`src/rtl/attenuation_encoder.sv`:
```
// attenuation_encoder
//   Converts a linear amplitude into a 2 dB/step attenuation code by a
//   four-step successive-approximation search over the attenuator level table.
//   It also returns the residual: the amplitude minus the level of the chosen step.
//
//   state  | meaning
//   -------+-----------------------------------------------------------
//   IDLE   | ready for a new amplitude (in_ready=1)
//   SEARCH | one table comparison per cycle, MSB of the code first
//   DONE   | result presented (out_valid=1) until out_ready
//
// Ports
//   clk          single clock, rising edge
//   rst_n        asynchronous active-low reset
//   in_valid     in_level valid this cycle
//   in_ready     encoder can accept in_level (IDLE only)
//   in_level     linear amplitude, VOLUME_BITS wide
//   out_valid    out_control / out_error valid
//   out_ready    consumer accepts the result
//   out_control  attenuation step, 0 = loudest, 15 = silence
//   out_error    in_level minus level of out_control (never negative)
module attenuation_encoder #(
    parameter int CONTROL_BITS = 4,
    parameter int VOLUME_BITS  = 14
) (
    input  logic                    clk,
    input  logic                    rst_n,
    input  logic                    in_valid,
    output logic                    in_ready,
    input  logic [VOLUME_BITS-1:0]  in_level,
    output logic                    out_valid,
    input  logic                    out_ready,
    output logic [CONTROL_BITS-1:0] out_control,
    output logic [VOLUME_BITS-1:0]  out_error
);

    localparam int NUM_LEVELS = 1 << CONTROL_BITS;
    localparam int STEP_BITS  = $clog2(CONTROL_BITS);
    localparam logic [STEP_BITS-1:0] STEP_LOAD = STEP_BITS'(CONTROL_BITS - 1);

    // L[k] = max(1, floor(MAX * 10^(-k/10))) for all but the last entry, which is 0.
    // Evaluated at elaboration only; the table becomes constants.
    function automatic logic [VOLUME_BITS-1:0] level_fn(input int k);
        real max_r;
        real v;
        if (k >= NUM_LEVELS - 1) begin
            return '0;
        end
        max_r = (2.0 ** VOLUME_BITS) - 1.0;
        v = $floor(max_r * (10.0 ** (-real'(k) / 10.0)));
        if (v < 1.0) begin
            v = 1.0;
        end
        return VOLUME_BITS'($rtoi(v));
    endfunction

    logic [VOLUME_BITS-1:0] level_tbl [NUM_LEVELS];

    for (genvar g = 0; g < NUM_LEVELS; g++) begin : g_tbl
        localparam logic [VOLUME_BITS-1:0] LV = level_fn(g);
        assign level_tbl[g] = LV;
    end

    typedef enum logic [1:0] {
        S_IDLE   = 2'd0,
        S_SEARCH = 2'd1,
        S_DONE   = 2'd2
    } state_t;

    state_t                  state_q, state_d;
    logic [VOLUME_BITS-1:0]  level_q, level_d;
    logic [CONTROL_BITS-1:0] acc_q,   acc_d;
    logic [STEP_BITS-1:0]    step_q,  step_d;
    logic [CONTROL_BITS-1:0] trial;
    logic [CONTROL_BITS-1:0] trial_idx;

    always_ff @(posedge clk or negedge rst_n) begin
        if (!rst_n) begin
            state_q <= S_IDLE;
            level_q <= '0;
            acc_q   <= '0;
            step_q  <= '0;
        end else begin
            state_q <= state_d;
            level_q <= level_d;
            acc_q   <= acc_d;
            step_q  <= step_d;
        end
    end

    always_comb begin
        state_d   = state_q;
        level_d   = level_q;
        acc_d     = acc_q;
        step_d    = step_q;
        trial     = '0;
        trial_idx = '0;
        case (state_q)
            S_IDLE: begin
                if (in_valid) begin
                    level_d = in_level;
                    acc_d   = '0;
                    step_d  = STEP_LOAD;
                    state_d = S_SEARCH;
                end
            end
            S_SEARCH: begin
                // The table is descending, so the result is the number of entries
                // above the level; entry trial-1 > level means at least trial entries are.
                trial     = acc_q + (CONTROL_BITS'(1) << step_q);
                trial_idx = trial - CONTROL_BITS'(1);
                if (level_tbl[trial_idx] > level_q) begin
                    acc_d = trial;
                end
                if (step_q == '0) begin
                    state_d = S_DONE;
                end else begin
                    step_d = step_q - STEP_BITS'(1);
                end
            end
            S_DONE: begin
                if (out_ready) begin
                    state_d = S_IDLE;
                end
            end
            default: begin
                state_d = S_IDLE;
            end
        endcase
    end

    assign in_ready  = (state_q == S_IDLE);
    assign out_valid = (state_q == S_DONE);

    // Outputs read zero outside DONE so reset and in-flight searches show nothing.
    assign out_control = out_valid ? acc_q : '0;
    assign out_error   = out_valid ? (level_q - level_tbl[acc_q]) : '0;

endmodule

```
`config.mk`:
```
export PLATFORM = sky130hd
export DESIGN_NAME = attenuation_encoder
export DESIGN_NICKNAME = d
export VERILOG_FILES = /design/src/rtl/attenuation_encoder.sv
export SDC_FILE = /design/constraint.sdc
export NUM_CORES = 1
export LEC_CHECK = 0
export ABC_AREA = 1
export CAP_MARGIN = 20
export CORE_ASPECT_RATIO = 2
export CORE_MARGIN = 2
export CORE_UTILIZATION = 25
export DETAILED_ROUTE_END_ITERATION = 10
export HOLD_SLACK_MARGIN = 0.1
export RECOVER_POWER = 25
export SYNTH_ARGS = -nofsm -noshare
export SYNTH_HDL_FRONTEND = slang
export SYNTH_SLANG_ARGS = --single-unit
```
`constraint.sdc`:
```
create_clock -name clk -period 4.95 [get_ports clk]
set_clock_uncertainty 0.2 [all_clocks]
set_input_delay 0.7425 -clock clk [delete_from_list [all_inputs] [get_ports clk]]
set_output_delay 0.7425 -clock clk [all_outputs]
set_load 0.01 [all_outputs]
```
# Yosys cells after proc, flatten, opt, wreduce, memory -nomap -nowiden
# Memory sizes are Yosys's and may differ from the RTL's.
# Cells that the tools add are included.
[classes] n_addsub=4 n_lt_le_gt_ge=3 n_eq_ne=7 shifts=1 muxes=16 bitwise_logic=2 reduce_logical=7
[ops] operator="2-to-1 mux 14 bit" count=5
[ops] operator="> comparator 14 bit" count=1
[ops] operator="subtractor 14 bit" count=1
[ops] operator="2-to-1 mux 4 bit" count=3
[ops] operator=">= comparator 5 bit, second input constant" count=2
[ops] operator="2-to-1 mux 2 bit" count=5
[ops] operator="inverter 4 -> 5 bit" count=2
[ops] operator="AND reduction 3 bit" count=3
[ops] operator="!= test 2 bit, second input constant" count=4
[ops] operator="one-hot mux 4 bit (2 select lines)" count=1
[ops] operator="one-hot mux 2 bit (3 select lines)" count=1
[ops] operator="adder 4 bit" count=1
[ops] operator="zero test 2 bit" count=2
[ops] operator="one-hot mux 2 bit (2 select lines)" count=1
[ops] operator="<< shifter 1 x 2 -> 4 bit, first input constant" count=1
[ops] operator="subtractor 4 x 1 -> 4 bit, second input constant" count=1
[ops] operator="== test 2 x 1 -> 1 bit, second input constant" count=1
[ops] operator="== test 2 bit, second input constant" count=1
[ops] operator="!= test 2 x 1 -> 1 bit, second input constant" count=1
[ops] operator="AND reduction 2 bit" count=1
[ops] operator="nonzero test 2 bit" count=1
[ops] operator="subtractor 2 x 1 -> 2 bit, second input constant" count=1
[totals] regBits=22 rom_bits=448 inputBits=18 out_inout_bits=20 elab_cells=46 n_memories=2
[mem_list] name="(no name shown)" words=16 width=14 rd=1 rd_ports_with_merged_regs=0 wr=0 line="137" rtl="assign out_error = out_valid ? (level_q - level_tbl[acc_q]) : '0;"
[mem_list] name="(no name shown)" words=16 width=14 rd=1 rd_ports_with_merged_regs=0 wr=0 line="112" rtl="if (level_tbl[trial_idx] > level_q) begin"

# Longest topological paths before layout
[logic_depth] ltp_word=10 depth_mapped=28 ltp_nobuf=28

# Worst setup path after synthesis
# Ideal clock, no wire load.
[synth_path] path_kind="register -> register" start="register step_q[0]" end="register acc_q[1]" setup_ns=0.117 t_arrival_ns=3.327 slack_ns=1.306 stages_incl_launch_ff=26 cell_sequence="dfrtp_1 -> inv_1 -> ha_1 -> ha_1 -> fa_1 -> inv_1 -> ha_1 -> inv_1 -> nand2_1 -> nand2_2 -> buf_6 -> nand2_1 -> o21ai_0 -> nand2_1 -> nand2_1 -> inv_1 -> ha_1 -> nand2_1 -> nor2_1 -> nand3_1 -> nor2_1 -> nor2_1 -> nand2_1 -> nand2_1 -> nand2_1 -> nand2_1"
[synth_between] elab_chain_len=10 word_cells_on_any_way=12 cone_classes="2 x add/sub; 1 x order compare; 1 x eq/ne; 1 x shift; 4 x mux; 1 x bitwise; 1 x reduce/logical; 1 x memory"
[synth_rtl] element="from (decl)" line="73" rtl="logic [STEP_BITS-1:0] step_q, step_d;"
[synth_rtl] element="from (signal assigned)" line="87" rtl="step_q <= step_d;"
[synth_rtl] element="<< shifter 1 x 2 -> 4 bit *" line="110" rtl="trial = acc_q + (CONTROL_BITS'(1) << step_q);"
[synth_rtl] element="adder 4 bit *" line="110"
[synth_rtl] element="subtractor 4 x 1 -> 4 bit" line="111" rtl="trial_idx = trial - CONTROL_BITS'(1);"
[synth_rtl] element="inverter 4 -> 5 bit (not written as such)" line="112"
[synth_rtl] element="memory (16 x 14 bit)"
[synth_rtl] element="2-to-1 mux 14 bit (not written as such) (2 in a row)" line="112"
[synth_rtl] element="> comparator 14 bit" line="112"
[synth_rtl] element="!= test 2 bit (no line)"
[synth_rtl] element="AND reduction 3 bit (no line)"
[synth_rtl] element="to (signal assigned)" line="81" rtl="acc_q <= '0;"
[synth_rtl] element="to (signal assigned)" line="86" rtl="acc_q <= acc_d;"
[synth_rtl] element="to (decl)" line="72" rtl="logic [CONTROL_BITS-1:0] acc_q, acc_d;"
# Every way passes the cells marked *; elsewhere a longest branch is shown, timed or not. The select of a mux whose other input is x is not followed.
# A chain may end at the register's enable or synchronous reset.

# Worst setup path after layout
[layout_path] start="register acc_q[1]" end="output port out_error[13]"
[layout_between] elab_chain_len=6
[layout_rtl] element="inverter 4 -> 5 bit (not written as such)" line="137"
[layout_rtl] element="memory (16 x 14 bit)"
[layout_rtl] element="2-to-1 mux 14 bit (not written as such) (2 in a row)" line="137"
[layout_rtl] element="subtractor 14 bit" line="137"
[layout_rtl] element="2-to-1 mux 14 bit" line="137"
[layout_rtl] element="to (decl)" line="34" rtl="output logic [VOLUME_BITS-1:0] out_error"
# Every way passes these cells. The select of a mux whose other input is x is not followed.

==> summary.txt <==
========================================================================================================
Count of boundary I/O pins                                                                            38
Mux share of post-synthesis cell area                                                                  0
Sequential-to-total area share from yosys stat                                                     0.189
Kind of cell adding the most delay to the critical path                                     compound AO/OA/AOI/OAI gates
Synthesized Nets                                                                                     538
Max-Slew Margin vs Limit                                                                           0.336
Post-CTS clock slew at the launch and capture registers of the worst setup and hold paths        0.06 ns
Standard cell with the maximum stage delay on the critical path                                  dfrtp_1
Flip-flop and latch count after synthesis                                                             22
Post-detailed-route DRC marker count                                                                   0
Cell area after technology mapping                                                           0.00291 mm²
Wire length of the first global-routing pass                                                   13,900 µm
Synth warn                                                                                             0
Area enclosed by the die boundary                                                             0.0126 mm²
Largest stage delay, worst path                                                                  0.58 ns
Root Buffer                                                                                    clkbuf_16
Ordered list of cells on the worst path                                                     inv_1, ha_1, or2_2, nand2_1, o21ai_0, ha_1, a21oi_1, o21ai_0, a21oi_1, a21oi_1, nor2_1, clkdlybuf4s50_1
Vertical die dimension                                                                            156 µm
Critical path launch point type                                                                 register
Max Buffers Root-to-Sink                                                                               2
Worst slew pin tran                                                                             0.997 ns
Endpoint kind of the worst setup timing path                                                primary output
Finished Layout Cells                                                                                650
Path type of the worst setup path                                                                reg2out
Class of the tightest hold or removal check                                                      reg2reg
Antenna violations before repair                                                                       0
Adder and majority cell fraction of the synthesized area                                           0.207
RD Place Congestion                                                                                0.894
Hold buffers post-CTS                                                                                  0
Antenna viol nets, final                                                                               0
Area growth from synthesis to layout                                                               21.5%
Setup repair after global routing missed its margin                                                false
N_diodes                                                                                               0
CP Data Required Time                                                                            4.01 ns
Core Footprint                                                                                0.0114 mm²
Maximum number of pins on one net before global-route repair                                          35
Horizontal die dimension                                                                         80.2 µm
Port-buffer cells                                                                                     37
Number of buffers inserted during clock tree synthesis                                                 3
Outcome                                                                                        completed
Most common cell type on the critical path                                                       a21oi_1
Starting utilization of the core area                                                              0.256
Average cell area after synthesis                                                               6.14 µm²
Total routed wirelength                                                                          8710 µm
H-Tree Level Count                                                                                     1
DP HPWL                                                                                          7450 µm
Vias in the first global route                                                                     3,080
Sum of negative setup slack                                                                         0 ns
Post-DR wirelength/cell                                                                          13.4 µm
CP Data Arrival Time                                                                             3.70 ns
Total placed cells including tap cells                                                               645
Commonest non-fill, non-tap cell in the layout                                                   nand2_1
Compound-cell area share of the yosys netlist                                                      0.160
Number of sinks handled by clock tree synthesis                                                       22
Yosys cell types                                                                                      30
Setup slack of the most critical reg-to-reg path                                                 0.62 ns
Total global routing track utilization                                                             0.142
Fraction of final layout cells sized beyond drive strength 1                                      0.0335
Combinational family with the most area after synthesis                                     simple AND/OR/NAND/NOR gates
Endpoints failing hold                                                                                 0
Commonest cells after routing, fill and taps aside                                          nand2_1, inv_1, nor2_1
Peak Freq                                                                                      0.215 GHz
Standard-cell row count                                                                               55
Global route overflow                                                                                  0
DRC marker count from the first detailed-route iteration                                             108
Later-pin clock latency in the skew report                                                       0.26 ns
TritonCTS clock tree                                                                                 yes
Share of the clock period used by the worst path                                                   0.938
Number of max-slew violations in the final report                                                      0
Max-cap violation count                                                                                0
Final setup fails                                                                                      0
Parity-gate share of the synthesized area counting xor and xnor cells                             0.0121
Clock period minus worst slack                                                                   4.64 ns
DR vias                                                                                            3,014
Number of nets in the final layout                                                                   574
Number of standard cells after synthesis                                                             473
Average vias per placed instance                                                                    4.64
First-pass iteration count of the detailed router                                                      4
Maximum fanout count along the critical path                                                          10
Basic-gate share of the synthesized area counting and, or, nand and nor cells                      0.313
CP Buf/Inv Count                                                                                       2
========================================================================================================
-- cells in the mapped netlist, drive strengths merged --
cell	n	area, µm²
o21ai	39	195
buf	3	27.5
a22oi	1	7.51
nor3	1	5.00
nor2	63	236
nand3	27	135
and3	1	6.26
xnor2	1	8.76
o21a	1	7.51
nor3b	2	20.0
or2	1	6.26
inv	77	289
o211ai	1	7.51
clkinv	1	3.75
xor2	3	26.3
a21oi	41	205
fa	2	40.0
clkbuf	6	22.5
nand2	129	502
a41oi	1	8.76
o22ai	4	25.0
a21boi	1	7.51
ha	45	563
dfrtp	22	551
-- logic make-up after synthesis --
kind of cell | after synthesis
DFF | 22
xor gates and xnor gates | 4
AOI/OAI and AO/OA | 89
and+or+nand+nor | 224
buffers and inverters | 87
adders and majority gates | 47
-- final timing paths --
| path | startpoint | to | depth (start not counted) |
|---|---|---|---|
| hold reg to reg | level_q[10] | level_q[10] | 2 |
| setup / recovery | acc_q[1] | out_error[13] | 12 |
| max in group asynchronous | rst_n | level_q[12] | 2 |
| hold / removal | level_q[10] | level_q[10] | 2 |
| setup reg to reg | step_q[0] | acc_q[1] | 24 |
| min in group asynchronous | rst_n | level_q[1] | 1 |
-- worst reg2reg max path: stages (launching register included) --
cell	delay, ns
dfrtp_1	0.39
inv_1	0.10
ha_1	0.24
ha_1	0.22
fa_1	0.62
inv_1	0.20
ha_1	0.26
inv_1	0.07
nand2_1	0.06
nand2_2	0.20
nand2_1	0.14
o21ai_0	0.13
nand2_1	0.09
nand2_1	0.06
inv_1	0.04
ha_1	0.28
nand2_1	0.05
nor2_1	0.18
nand3_1	0.13
nor2_1	0.11
nor2_1	0.05
nand2_1	0.15
nand2_1	0.12
nand2_1	0.08
nand2_1	0.05
-- per-stage QoR --
stage | instance area [µm²] | hold WS (ns) | util | worst slack [ns]
4_1_cts | 3520 | 0.362 | 0.310 | 0.133
3_3_place_gp | 3420 | 0.342 | 0.301 | 0.383
3_5_place_dp | 3420 | 0.347 | 0.301 | 0.432
5_1_grt | 3530 | 0.382 | 0.311 | 0.118
6_report | 3530 | 0.359 | 0.311 | 0.305
2_1_floorplan | 2910 | 0.247 | - | 1.31
-- final cells by class --
type | count | area, µm²
well taps | 142 | 178
repair buffers | 40 | 389
multi-input cells | 364 | 2010
clock buffers | 3 | 75.1
fillers | 1270 | 7820
clock inverters | 1 | 30.0
inverters | 78 | 297
flip-flops and latches | 22 | 551
-- sequential cells by signal, summed over array words and instances (netlist names) --
register	flops
state_q	2
step_q	2
level_q	14
acc_q	4
-- metal layers --
layer	track usage	vias up	share of wire
met5	0	-	0
met2	0.304	49	0.59
met1	0.123	1372	0.35
li1	-	1574	-
met4	0.0791	0	0.050
met3	0.00115	19	0.015
-- what timing repair did --
| item | 4_1_cts | 5_1_grt |
|---|---|---|
| endpoints found under the setup margin | 0 | 2 |
| buffers inserted | 0 | 0 |
| hold endpoints to repair | 0 | 0 |
| gates resized for setup | 0 | 2 |
Power is not shown: default switching activity piles up to over one toggle a cycle in this logic, so the estimate is an artifact.
